$ cat config.mk
export PLATFORM = sky130hd
export DESIGN_NAME = hdb3_encoder_flat
export DESIGN_NICKNAME = d
export VERILOG_FILES = /design/src/rtl/hdb3_encoder_if.sv /design/src/rtl/hdb3_encoder.sv /design/src/flat_wrapper.sv
export SDC_FILE = /design/constraint.sdc
export NUM_CORES = 1
export LEC_CHECK = 0
export CORE_MARGIN = 2
export CORE_UTILIZATION = 45
export DETAILED_ROUTE_END_ITERATION = 8
export MAX_ROUTING_LAYER = met4
export PLACE_DENSITY_LB_ADDON = 0.08
export SYNTH_ARGS = -nofsm -noshare
export SYNTH_HDL_FRONTEND = slang
export SYNTH_SLANG_ARGS = --single-unit
$ cat constraint.sdc
create_clock -name clk -period 3 [get_ports clk]
set_input_delay 0.6 -clock clk [delete_from_list [all_inputs] [get_ports clk]]
set_output_delay 0.6 -clock clk [all_outputs]
set_load 0.005 [all_outputs]
$ cat src/rtl/hdb3_encoder_if.sv
// Bit-stream interface of the HDB3 line encoder: NRZ input side and dual-rail output side.
//
// Handshake: there is no backpressure. The source presents din/ami_mode together with a
// one-cycle din_vld strobe; each cycle with din_vld=1 delivers exactly one bit, and
// back-to-back strobes are legal. The encoder answers every accepted bit with a one-cycle
// dout_vld pulse on the following cycle, when P/N carry the freshly emitted symbol.
interface hdb3_encoder_if;
    logic din;
    logic din_vld;
    logic ami_mode;
    logic P;
    logic N;
    logic dout_vld;

    // Bit source / line-driver side.
    modport master (
        output din, din_vld, ami_mode,
        input  P, N, dout_vld
    );

    // Encoder side.
    modport slave (
        input  din, din_vld, ami_mode,
        output P, N, dout_vld
    );
endinterface

$ cat src/rtl/hdb3_encoder.sv
// HDB3 transmit encoder: AMI marking with 000V / B00V substitution of four-zero runs.
// A four-deep token pipeline delays every bit so that a B can be written back over the
// first zero of a run when the fourth zero arrives.
module hdb3_encoder #(
    parameter logic FIRST_POL = 1'b0  // polarity of the first mark: 0 = P rail, 1 = N rail
) (
    input logic           clk,
    input logic           rst_n,
    hdb3_encoder_if.slave bus
);

    typedef enum logic [1:0] {
        TOK_ZERO = 2'b00,
        TOK_ONE  = 2'b01,
        TOK_V    = 2'b10,
        TOK_B    = 2'b11
    } tok_t;

    tok_t       sr0, sr1, sr2, sr3;  // sr0 newest, sr3 next to be emitted
    logic [1:0] zcnt;                // consecutive substitutable zeros accepted
    logic       par;                 // parity of ONE/B pulses since the last V
    logic       lastp;               // polarity of the last emitted pulse (1 = negative)

    tok_t       tok_in;
    logic [1:0] zcnt_nxt;
    logic       par_nxt;
    logic       b_ovr;
    logic       pulse;
    logic       pol;
    logic       lastp_nxt;

    // Classify the incoming bit into a token and decide on zero substitution.
    always_comb begin
        tok_in   = TOK_ZERO;
        zcnt_nxt = zcnt;
        par_nxt  = par;
        b_ovr    = 1'b0;
        if (bus.din) begin
            tok_in   = TOK_ONE;
            zcnt_nxt = 2'd0;
            par_nxt  = ~par;
        end else if (bus.ami_mode) begin
            zcnt_nxt = 2'd0;
        end else if (zcnt == 2'd3) begin
            // Fourth zero: V here; even parity also turns the run's first zero into B.
            tok_in   = TOK_V;
            zcnt_nxt = 2'd0;
            par_nxt  = 1'b0;
            b_ovr    = ~par;
        end else begin
            zcnt_nxt = zcnt + 2'd1;
        end
    end

    // Map the token leaving the pipeline onto a pulse and its polarity.
    always_comb begin
        pulse     = 1'b0;
        pol       = lastp;
        lastp_nxt = lastp;
        case (sr3)
            TOK_ONE, TOK_B: begin
                pulse     = 1'b1;
                pol       = ~lastp;
                lastp_nxt = ~lastp;
            end
            TOK_V: begin
                // A violation repeats the previous polarity on purpose.
                pulse = 1'b1;
                pol   = lastp;
            end
            default: begin
                pulse = 1'b0;
            end
        endcase
    end

    // Advance the pipeline and the output rails once per accepted bit.
    always_ff @(posedge clk or negedge rst_n) begin
        if (!rst_n) begin
            sr0          <= TOK_ZERO;
            sr1          <= TOK_ZERO;
            sr2          <= TOK_ZERO;
            sr3          <= TOK_ZERO;
            zcnt         <= 2'd0;
            par          <= 1'b0;
            lastp        <= ~FIRST_POL;
            bus.P        <= 1'b0;
            bus.N        <= 1'b0;
            bus.dout_vld <= 1'b0;
        end else begin
            bus.dout_vld <= bus.din_vld;
            if (bus.din_vld) begin
                sr0   <= tok_in;
                sr1   <= sr0;
                sr2   <= sr1;
                sr3   <= b_ovr ? TOK_B : sr2;
                zcnt  <= zcnt_nxt;
                par   <= par_nxt;
                lastp <= lastp_nxt;
                bus.P <= pulse & ~pol;
                bus.N <= pulse & pol;
            end
        end
    end

endmodule

$ cat src/flat_wrapper.sv
// flat-port wrapper written by rule: the top's interface ports become plain ports
module hdb3_encoder_flat 
#(
    parameter logic FIRST_POL = 1'b0                                                       
)
  (clk, rst_n, bus_din, bus_din_vld, bus_ami_mode, bus_P, bus_N, bus_dout_vld);
  hdb3_encoder_if bus_i ();
  input logic clk;
  input logic rst_n;
  input wire logic [$bits(bus_i.din)-1:0] bus_din;
  input wire logic [$bits(bus_i.din_vld)-1:0] bus_din_vld;
  input wire logic [$bits(bus_i.ami_mode)-1:0] bus_ami_mode;
  output wire logic [$bits(bus_i.P)-1:0] bus_P;
  output wire logic [$bits(bus_i.N)-1:0] bus_N;
  output wire logic [$bits(bus_i.dout_vld)-1:0] bus_dout_vld;
  assign bus_i.din = bus_din;
  assign bus_i.din_vld = bus_din_vld;
  assign bus_i.ami_mode = bus_ami_mode;
  assign bus_P = bus_i.P;
  assign bus_N = bus_i.N;
  assign bus_dout_vld = bus_i.dout_vld;
  hdb3_encoder #(.FIRST_POL(FIRST_POL)) u_core (.clk(clk), .rst_n(rst_n), .bus(bus_i));
endmodule
==> results of run 1 <==
[power by group]
| group | switching [mW] | leakage [nW] | total (mW) | internal (mW) |
|---|---|---|---|---|
| clock | 0.0612 | 0.0150 | 0.113 | 0.0515 |
| sequential | 0.0257 | 0.184 | 0.264 | 0.238 |
| combinational | 0.0292 | 0.107 | 0.0770 | 0.0478 |
[metrics by stage]
| stage | util | instance area [um2] | hold WS [ns] | instances | setup slack (ns) |
|---|---|---|---|---|---|
| after detailed placement | 0.539 | 693 | 0.483 | 70 | 0.895 |
| after global routing | 0.560 | 719 | 0.526 | 74 | 1.12 |
| after floorplan | - | 613 | 0.304 | 50 | 1.77 |
| final | 0.560 | 719 | 0.505 | 74 | 1.20 |
| after CTS | 0.560 | 719 | 0.508 | 74 | 1.19 |
| after global placement | 0.539 | 693 | 0.477 | 70 | 0.967 |
[flip-flops by register name, indices dropped and copies added, names as in the netlist]
register             flops
u_core.par               1
u_core.zcnt              2
u_core.lastp             1
u_core.bus.P             1
u_core.sr1               2
u_core.sr3               2
u_core.sr0               2
u_core.bus.N             1
u_core.bus.dout_vld      1
u_core.sr2               2
[cell type report]
cell class	instances	area [um2]	share of cell area
Timing Repair Buffer	7	70.1	0.0974
Multi-Input combinational cell	29	213	0.296
Inverter	4	15.0	0.0209
Clock buffer	4	26.3	0.0365
Sequential cell	15	377	0.523
Tap cell	15	18.8	0.0261
[worst max-delay path: stages]
cell	delay (ns)
clkdlybuf4s50_1	0.93
o41ai_2	0.21
o22a_1	0.22
[routing by layer]
layer,vias to the layer above,wire [um]
li1,195,-
met3,0,24
met1,198,434
met5,-,0
met2,4,468
met4,0,0
[synth_stat cells, drive strengths merged]
library cell | count | area, um2
xnor2 | 1 | 8.76
mux2 | 5 | 56.3
ha | 1 | 12.5
o21ai | 3 | 15.0
nand2 | 1 | 3.75
dfstp | 1 | 26.3
buf | 1 | 5.00
clkbuf | 1 | 3.75
a21oi | 3 | 15.0
nor2 | 3 | 11.3
nand3b | 1 | 7.51
dfrtp | 14 | 350
o21bai | 1 | 7.51
nand2b | 1 | 6.26
a31oi | 2 | 12.5
nand3 | 3 | 15.0
inv | 4 | 15.0
o41ai | 1 | 16.3
nor3b | 1 | 7.51
o22a | 2 | 17.5
[how the worst max path moves through the flow]
| stage | cells past startpoint | endpoint | startpoint | slack [ns] |
|---|---|---|---|---|
| 2_1_floorplan | 2 | u_core.sr1[0]$_DFFE_PN0P_ | bus_din_vld | 1.77 |
| 3_3_place_gp | 2 | u_core.sr1[1]$_DFFE_PN0P_ | bus_din_vld | 0.97 |
| 3_5_place_dp | 3 | u_core.sr3[1]$_DFFE_PN0P_ | bus_din_vld | 0.89 |
| 4_1_cts | 3 | u_core.sr3[1]$_DFFE_PN0P_ | bus_din_vld | 1.19 |
| 5_1_grt | 3 | u_core.sr3[0]$_DFFE_PN0P_ | bus_din_vld | 1.12 |
| 6_report | 3 | u_core.sr3[1]$_DFFE_PN0P_ | bus_din_vld | 1.20 |
[logic make-up after synthesis]
logic type | count (synthesis) | synth area share
adders and majority gates | 1 | 0.0204
and+or+nand+nor | 10 | 0.0837
buffers and inverters | 6 | 0.0388
AOI/OAI and AO/OA | 12 | 0.137
muxes | 5 | 0.0918
xor gates and xnor gates | 1 | 0.0143
DFF | 15 | 0.614
==> results.toml, run 1 <==
[pwr]
ir_drop_mv = 0.310
p_leak_nw = 0.306
powerDensity_nw_per_um2 = 630
total_power_uw = 453

[clocking]
clkTransAtPathRegs_ns = 0.09
cts_root_buffer = "clkbuf_4"
cts_buffers = 3
clk_latency_ns = 0.28
hold_buffers = 0
cts_buffer_depth = 2
cts_resized = 0
cts.sinks = 15
cts_setup_buffers = 0
cts_tree = "yes"
htree_levels = 1

[worst_setup_path]
reg2reg_depth = 4
path_max_fanout = 22
cp.required_ns = 3.17
reg2reg_to = "u_core.sr3[1]$_DFFE_PN0P_"
rr_startpoint = "u_core.zcnt[0]$_DFFE_PN0P_"
critPathArrivalTime_ns = 1.96
crit_path_end_kind = "flop"
crit_type = "primary input to flop"
reg2reg_slack_ns = 1.76
startpoint_type = "primary input"

[yosys]
seq_area_frac_synth = 0.614
synth-seq-cells = 15
synth_cells = 50
netlist_area_um2 = 613
synth_fp_nets = 56
syn_area_per_cell_um2 = 12.3
yosysUniqueCellTypes = 20
yosys_warnings = 0

[route]
drtIter0Drc = 8
num_vias = 397
drtPass1Iterations = 2
final_antenna_net_count = 0
routed_wl_um = 926
avgViaCountPerCell = 5.36
post_drt_wl_per_cell_um = 12.5
drc_errors = 0

[floorplanning]
core-area_um2 = 1280
chipHeight_um = 40.9
start_util = 0.477
dieArea_um2 = 1670
ios = 8
fp.dieW_um = 40.9
core.rowCount = 13

[grt]
grt_pass1_wl_mm = 1.57
grt_max_degree = 23
antenna_found_initial = 0
grt_overflow = 0
use_met2 = 0.230
grt_pass1_vias = 378
grtUsageMet1 = 0.181
track_usage = 0.159
grt.met3_usage = 0.0489
top_usage_layer = "met2"

[timing]
tns_ns = 0
skew_ns = 0.00569
rsz0062_at_grt = "false"
tightest_slew_ns = 0.714
hold_violations = 0
timing.fmax_mhz = 557
relSlewSlack = 0.522
finalMaxSlewViolations = 0
min_period_ns = 1.80
setup_violations = 0
finalCritPeriodShare = 0.598

[final_layout]
drive_gt1_frac = 0.169
nFillCells = 113
antenna_cells = 0
area_growth_pct = 17.3
final_cell_mix = "14 x dfrtp_1, 7 x clkdlybuf4s50_1, 5 x mux2_2, 4 x inv_1"
final_common_cell = "dfrtp_1"
fin_nets = 66

[place]
place_congestion = 0.712
portBuffers = 7

[worst_hold_path]
min_path_type = "flop to flop"
min_delay_worst_endpoint = "u_core.sr3[0]$_DFFE_PN0P_"
min_from = "u_core.sr2[0]$_DFFE_PN0P_"
worstHoldPathCells = 1

[outcome]
outcome = "finished, final reports clean"

[run]
cap_violations = 0
Note: power is estimated with default switching activity, not from simulation.
==> run 2, diff against run 1 <==
Clock period 3 ns to 1.7 ns, I/O delays scaled along.
==> results.toml, run 2 (synthesis results as in run 1) <==
[grt]
track_usage = 0.155
antenna_found_initial = 0
grt_pass1_wl_mm = 1.59
grt_overflow = 0
grt_max_degree = 16
grt_pass1_vias = 402

[worst_setup_path]
path_delay_family = "buffers and inverters"
worst-path-buf-inv = 1
crit_type = "flop to output port"
path_max_fanout = 2
crit_slowest_cell = "clkdlybuf4s50_1"
slowest_delay_ns = 0.50
crit_path_end_kind = "output port"
startpoint_type = "flop"
cp.required_ns = 1.36
path_cells = "clkdlybuf4s50_1"
critPathArrivalTime_ns = 1.12

[timing]
relSlewSlack = 0.764
rsz0062_at_grt = "false"
setup_ws_ns = 0.244
min_period_ns = 1.46
holdWs_ns = 0.379
timing.fmax_mhz = 687
tns_ns = 0
hold_violations = 0
finalMaxSlewViolations = 0
setup_violations = 0
finalCritPeriodShare = 0.857
tightest_slew_ns = 0.352
skew_ns = 0.000559

[floorplanning]
chipHeight_um = 40.9
core.rowCount = 13
core-area_um2 = 1280
ios = 8
dieArea_um2 = 1670
start_util = 0.477
fp.dieW_um = 40.9

[final_layout]
antenna_cells = 0
drive_gt1_frac = 0.210
fin_nets = 69
area_growth_pct = 21.0
final_cell_mix = "14 x dfrtp_1, 7 x clkdlybuf4s50_1, 5 x mux2_2, 4 x inv_1"
final_cell_area_um2 = 742
nFillCells = 102
final_common_cell = "dfrtp_1"

[pwr]
p_sw_frac = 0.243
powerDensity_nw_per_um2 = 1070
ir_drop_mv = 0.434
combPwrFrac = 0.180
p_seq_frac = 0.583
p_clk_frac = 0.237
total_power_uw = 792
p_leak_nw = 0.321
intPower_uw = 600
switchingPower_uw = 193

[route]
routed_wl_um = 885
final_antenna_net_count = 0
drtPass1Iterations = 2
avgViaCountPerCell = 4.99
num_vias = 384
post_drt_wl_per_cell_um = 11.5
drc_errors = 0
drtIter0Drc = 2

[clocking]
clk_latency_ns = 0.27
cts_resized = 0
clkTransAtPathRegs_ns = 0.08
cts_tree = "yes"
htree_levels = 1
hold_buffers = 0
cts_setup_buffers = 0
cts_root_buffer = "clkbuf_4"
cts_buffers = 3
cts_buffer_depth = 2
cts.sinks = 15

[place]
dp_slack_ns = 0.159
portBuffers = 7
place_area_um2 = 716
place_congestion = 0.657
hpwl_um = 675

[outcome]
outcome = "finished, final reports clean"

[worst_hold_path]
min_path_type = "primary input to async pin"

[run]
cap_violations = 0
[run 2: cell count changes in the layout (fill, tap and decap cells not counted)]
cell,before,now
buf_4,0,3
[run 2: worst register-to-register path, delay by kind of cell, from the launching register on]
kind                     cells  cell delay (ns)
flip-flops                   1             0.36
buffers and inverters        1             0.07
adder cells (fa/ha/maj)      1             0.18
AO/OA/AOI/OAI                2             0.60
[run 2: worst paths after layout]
| kind | start | end | slack (ns) | depth (start not counted) |
|---|---|---|---|---|
| hold reg to reg | u_core.sr2[1]$_DFFE_PN0P_ | u_core.sr3[1]$_DFFE_PN0P_ | 0.49 | 1 |
| setup / recovery | u_core.bus.N$_DFFE_PN0P_ | bus_N | 0.24 | 1 |
| setup reg to reg | u_core.zcnt[1]$_DFFE_PN0P_ | u_core.sr3[0]$_DFFE_PN0P_ | 0.44 | 4 |
| min in group clk | u_core.sr2[1]$_DFFE_PN0P_ | u_core.sr3[1]$_DFFE_PN0P_ | 0.49 | 1 |
| hold / removal | rst_n | u_core.sr0[1]$_DFFE_PN0P_ | 0.38 | 2 |
| max in group asynchronous | rst_n | u_core.lastp$_DFFE_PN1P_ | 1.08 | 2 |
[run 2: layer usage]
layer | GRT usage | vias to the layer above | routed length, um
met5 | - | - | 0
met4 | 0.0750 | 0 | 0
met3 | 0.0489 | 0 | 30
met2 | 0.238 | 4 | 411
met1 | 0.183 | 182 | 442
li1 | - | 198 | -
[run 2: power by group through the flow]
stage               Clock, mW  Sequential [mW]  Combinational (mW)
floorplan                   0            0.463              0.0774
global placement            0            0.466               0.138
detailed placement          0            0.470               0.144
CTS                     0.199            0.463               0.145
global route            0.224            0.470               0.161
finish                  0.188            0.462               0.143
[run 2: cell type report]
class	instances	area (um2)	share of cell area
multi-input cells	29	213	0.287
repair buffers	10	92.6	0.125
flip-flops and latches	15	377	0.508
well taps	15	18.8	0.0253
inverters	4	15.0	0.0202
clock buffers	4	26.3	0.0354
[run 2: through the flow]
stage                      util  instances
final                     0.577         77
after global routing      0.577         77
after detailed placement  0.557         73
after global placement    0.557         73
after floorplan               -         50
after CTS                 0.577         77
==> run 3, diff against run 2 <==
Settings changed: CORE_MARGIN 2 to unset, CTS_CLUSTER_SIZE set to 14.
Clock period 1.7 ns to 1.4 ns, I/O delays scaled along.
==> results.toml, run 3 (synthesis results as in run 1) <==
[clocking]
clkTransAtPathRegs_ns = 0.09
cts.sinks = 15
cts_tree = "yes"
clk_latency_ns = 0.28
cts_buffers = 3
hold_buffers = 0
cts_buffer_depth = 2
htree_levels = 1
cts_root_buffer = "clkbuf_4"

[final_layout]
finalNonFillerCells = 77
final_util = 0.632
final_common_cell = "dfrtp_1"
antenna_cells = 0
multi_input_area_um2 = 213
final_cell_area_um2 = 749
fin_nets = 70
final_cell_mix = "14 x dfrtp_1, 5 x mux2_2, 4 x inv_1, 4 x clkdlybuf4s50_1, 4 x buf_4"
register_area_um2 = 377
nFillCells = 93
drive_gt1_frac = 0.238
area_growth_pct = 22.2

[outcome]
outcome = "finished, final reports clean"

[place]
portBuffers = 7
place_area_um2 = 722
place_congestion = 0.706
place_inst = 73
dp_slack_ns = -0.00969

[floorplanning]
core-area_um2 = 1190
fp.dieW_um = 38.9
core.rowCount = 12
ios = 8
chipHeight_um = 38.9
dieArea_um2 = 1510
start_util = 0.517

[timing]
skew_ns = 0.00210
relSlewSlack = 0.751
setup_ws_ns = 0.0617
setup_violations = 0
min_period_ns = 1.34
hold_violations = 0
tightest_slew_ns = 0.370
finalCritPeriodShare = 0.956
timing.fmax_mhz = 747
finalMaxSlewViolations = 0

[route]
drtIter0Drc = 10
num_vias = 405
drtPass1Iterations = 4
routed_wl_mm = 1.11
avgViaCountPerCell = 5.26
final_antenna_net_count = 0
post_drt_wl_per_cell_um = 14.4
drc_errors = 0

[grt]
grt_pass1_vias = 429
grt_pass1_wl_mm = 1.81
grt_max_degree = 11
track_usage = 0.198
antenna_found_initial = 0
grt_overflow = 0

[worst_setup_path]
path_max_fanout = 2
crit_path_end_kind = "flop"
critPathArrivalTime_ns = 1.57
crit_type = "flop to flop"
startpoint_type = "flop"
cp.required_ns = 1.63

[pwr]
ir_drop_mv = 0.708
powerDensity_nw_per_um2 = 1300
p_leak_nw = 0.340
total_power_uw = 973

[worst_hold_path]
min_path_type = "primary input to async pin"

[run]
cap_violations = 0
run 3: changes by cell type in the layout (fill, tap and decap cells not counted):
cell             delta
clkinv_2            +1
dlygate4sd2_1       +2
dlymetal6s2s_1      +1
clkbuf_1            -1
buf_4               +1
clkdlybuf4s50_1     -3
run 3: area by class of cell:
| class | instances | share of cell area |
|---|---|---|
| clock inverters | 1 | 0.00668 |
| multi-input cells | 29 | 0.284 |
| well taps | 14 | 0.0234 |
| clock buffers | 3 | 0.0301 |
| flip-flops and latches | 15 | 0.503 |
| inverters | 4 | 0.0200 |
| repair buffers | 11 | 0.134 |
run 3: what timing repair did:
action / 4_1_cts / 5_1_grt
resized for setup: 2 / 1
endpoints found under the hold margin: 0 / 0
buffers inserted: 0 / 0
endpoints found under the setup margin: 2 / 1
run 3: worst paths after layout:
check | startpoint | endpoint | slack, ns | cells after the start
min | rst_n | u_core.sr3[1]$_DFFE_PN0P_ | 0.23 | 1
max reg2reg | u_core.zcnt[1]$_DFFE_PN0P_ | u_core.sr3[1]$_DFFE_PN0P_ | 0.06 | 4
min in group clk | u_core.sr2[1]$_DFFE_PN0P_ | u_core.sr3[1]$_DFFE_PN0P_ | 0.51 | 1
min reg2reg | u_core.sr2[1]$_DFFE_PN0P_ | u_core.sr3[1]$_DFFE_PN0P_ | 0.51 | 1
max | u_core.zcnt[1]$_DFFE_PN0P_ | u_core.sr3[1]$_DFFE_PN0P_ | 0.06 | 4
max in group asynchronous | rst_n | u_core.sr0[1]$_DFFE_PN0P_ | 0.74 | 2
run 3: metrics by stage:
stage | hold WS, ns | TNS (ns)
4_1_cts | 0.226 | 0
3_3_place_gp | 0.482 | 0
3_5_place_dp | 0.489 | -0.0141
5_1_grt | 0.246 | -0.00462
6_report | 0.228 | 0
2_1_floorplan | -0.0156 | 0
run 3: worst max-delay path, cell delays in order, from the launching register on:
cell and delay (ns):
dfrtp_1 0.37, ha_1 0.19, inv_1 0.07, o41ai_2 0.44, o22a_1 0.21
run 3: power breakdown:
part,internal [mW],switching (mW),total (mW)
clock network,0.106,0.139,0.245
registers,0.510,0.0532,0.563
logic,0.0971,0.0681,0.165
total,0.713,0.260,0.973
run 3: per-layer routing:
| metal | global-route usage | vias to the layer above | wire, um |
|---|---|---|---|
| met5 | - | - | 0 |
| met4 | 0.0776 | 0 | 0 |
| met3 | 0.0520 | 0 | 33 |
| met2 | 0.350 | 6 | 576 |
| met1 | 0.209 | 198 | 498 |
| li1 | - | 201 | - |
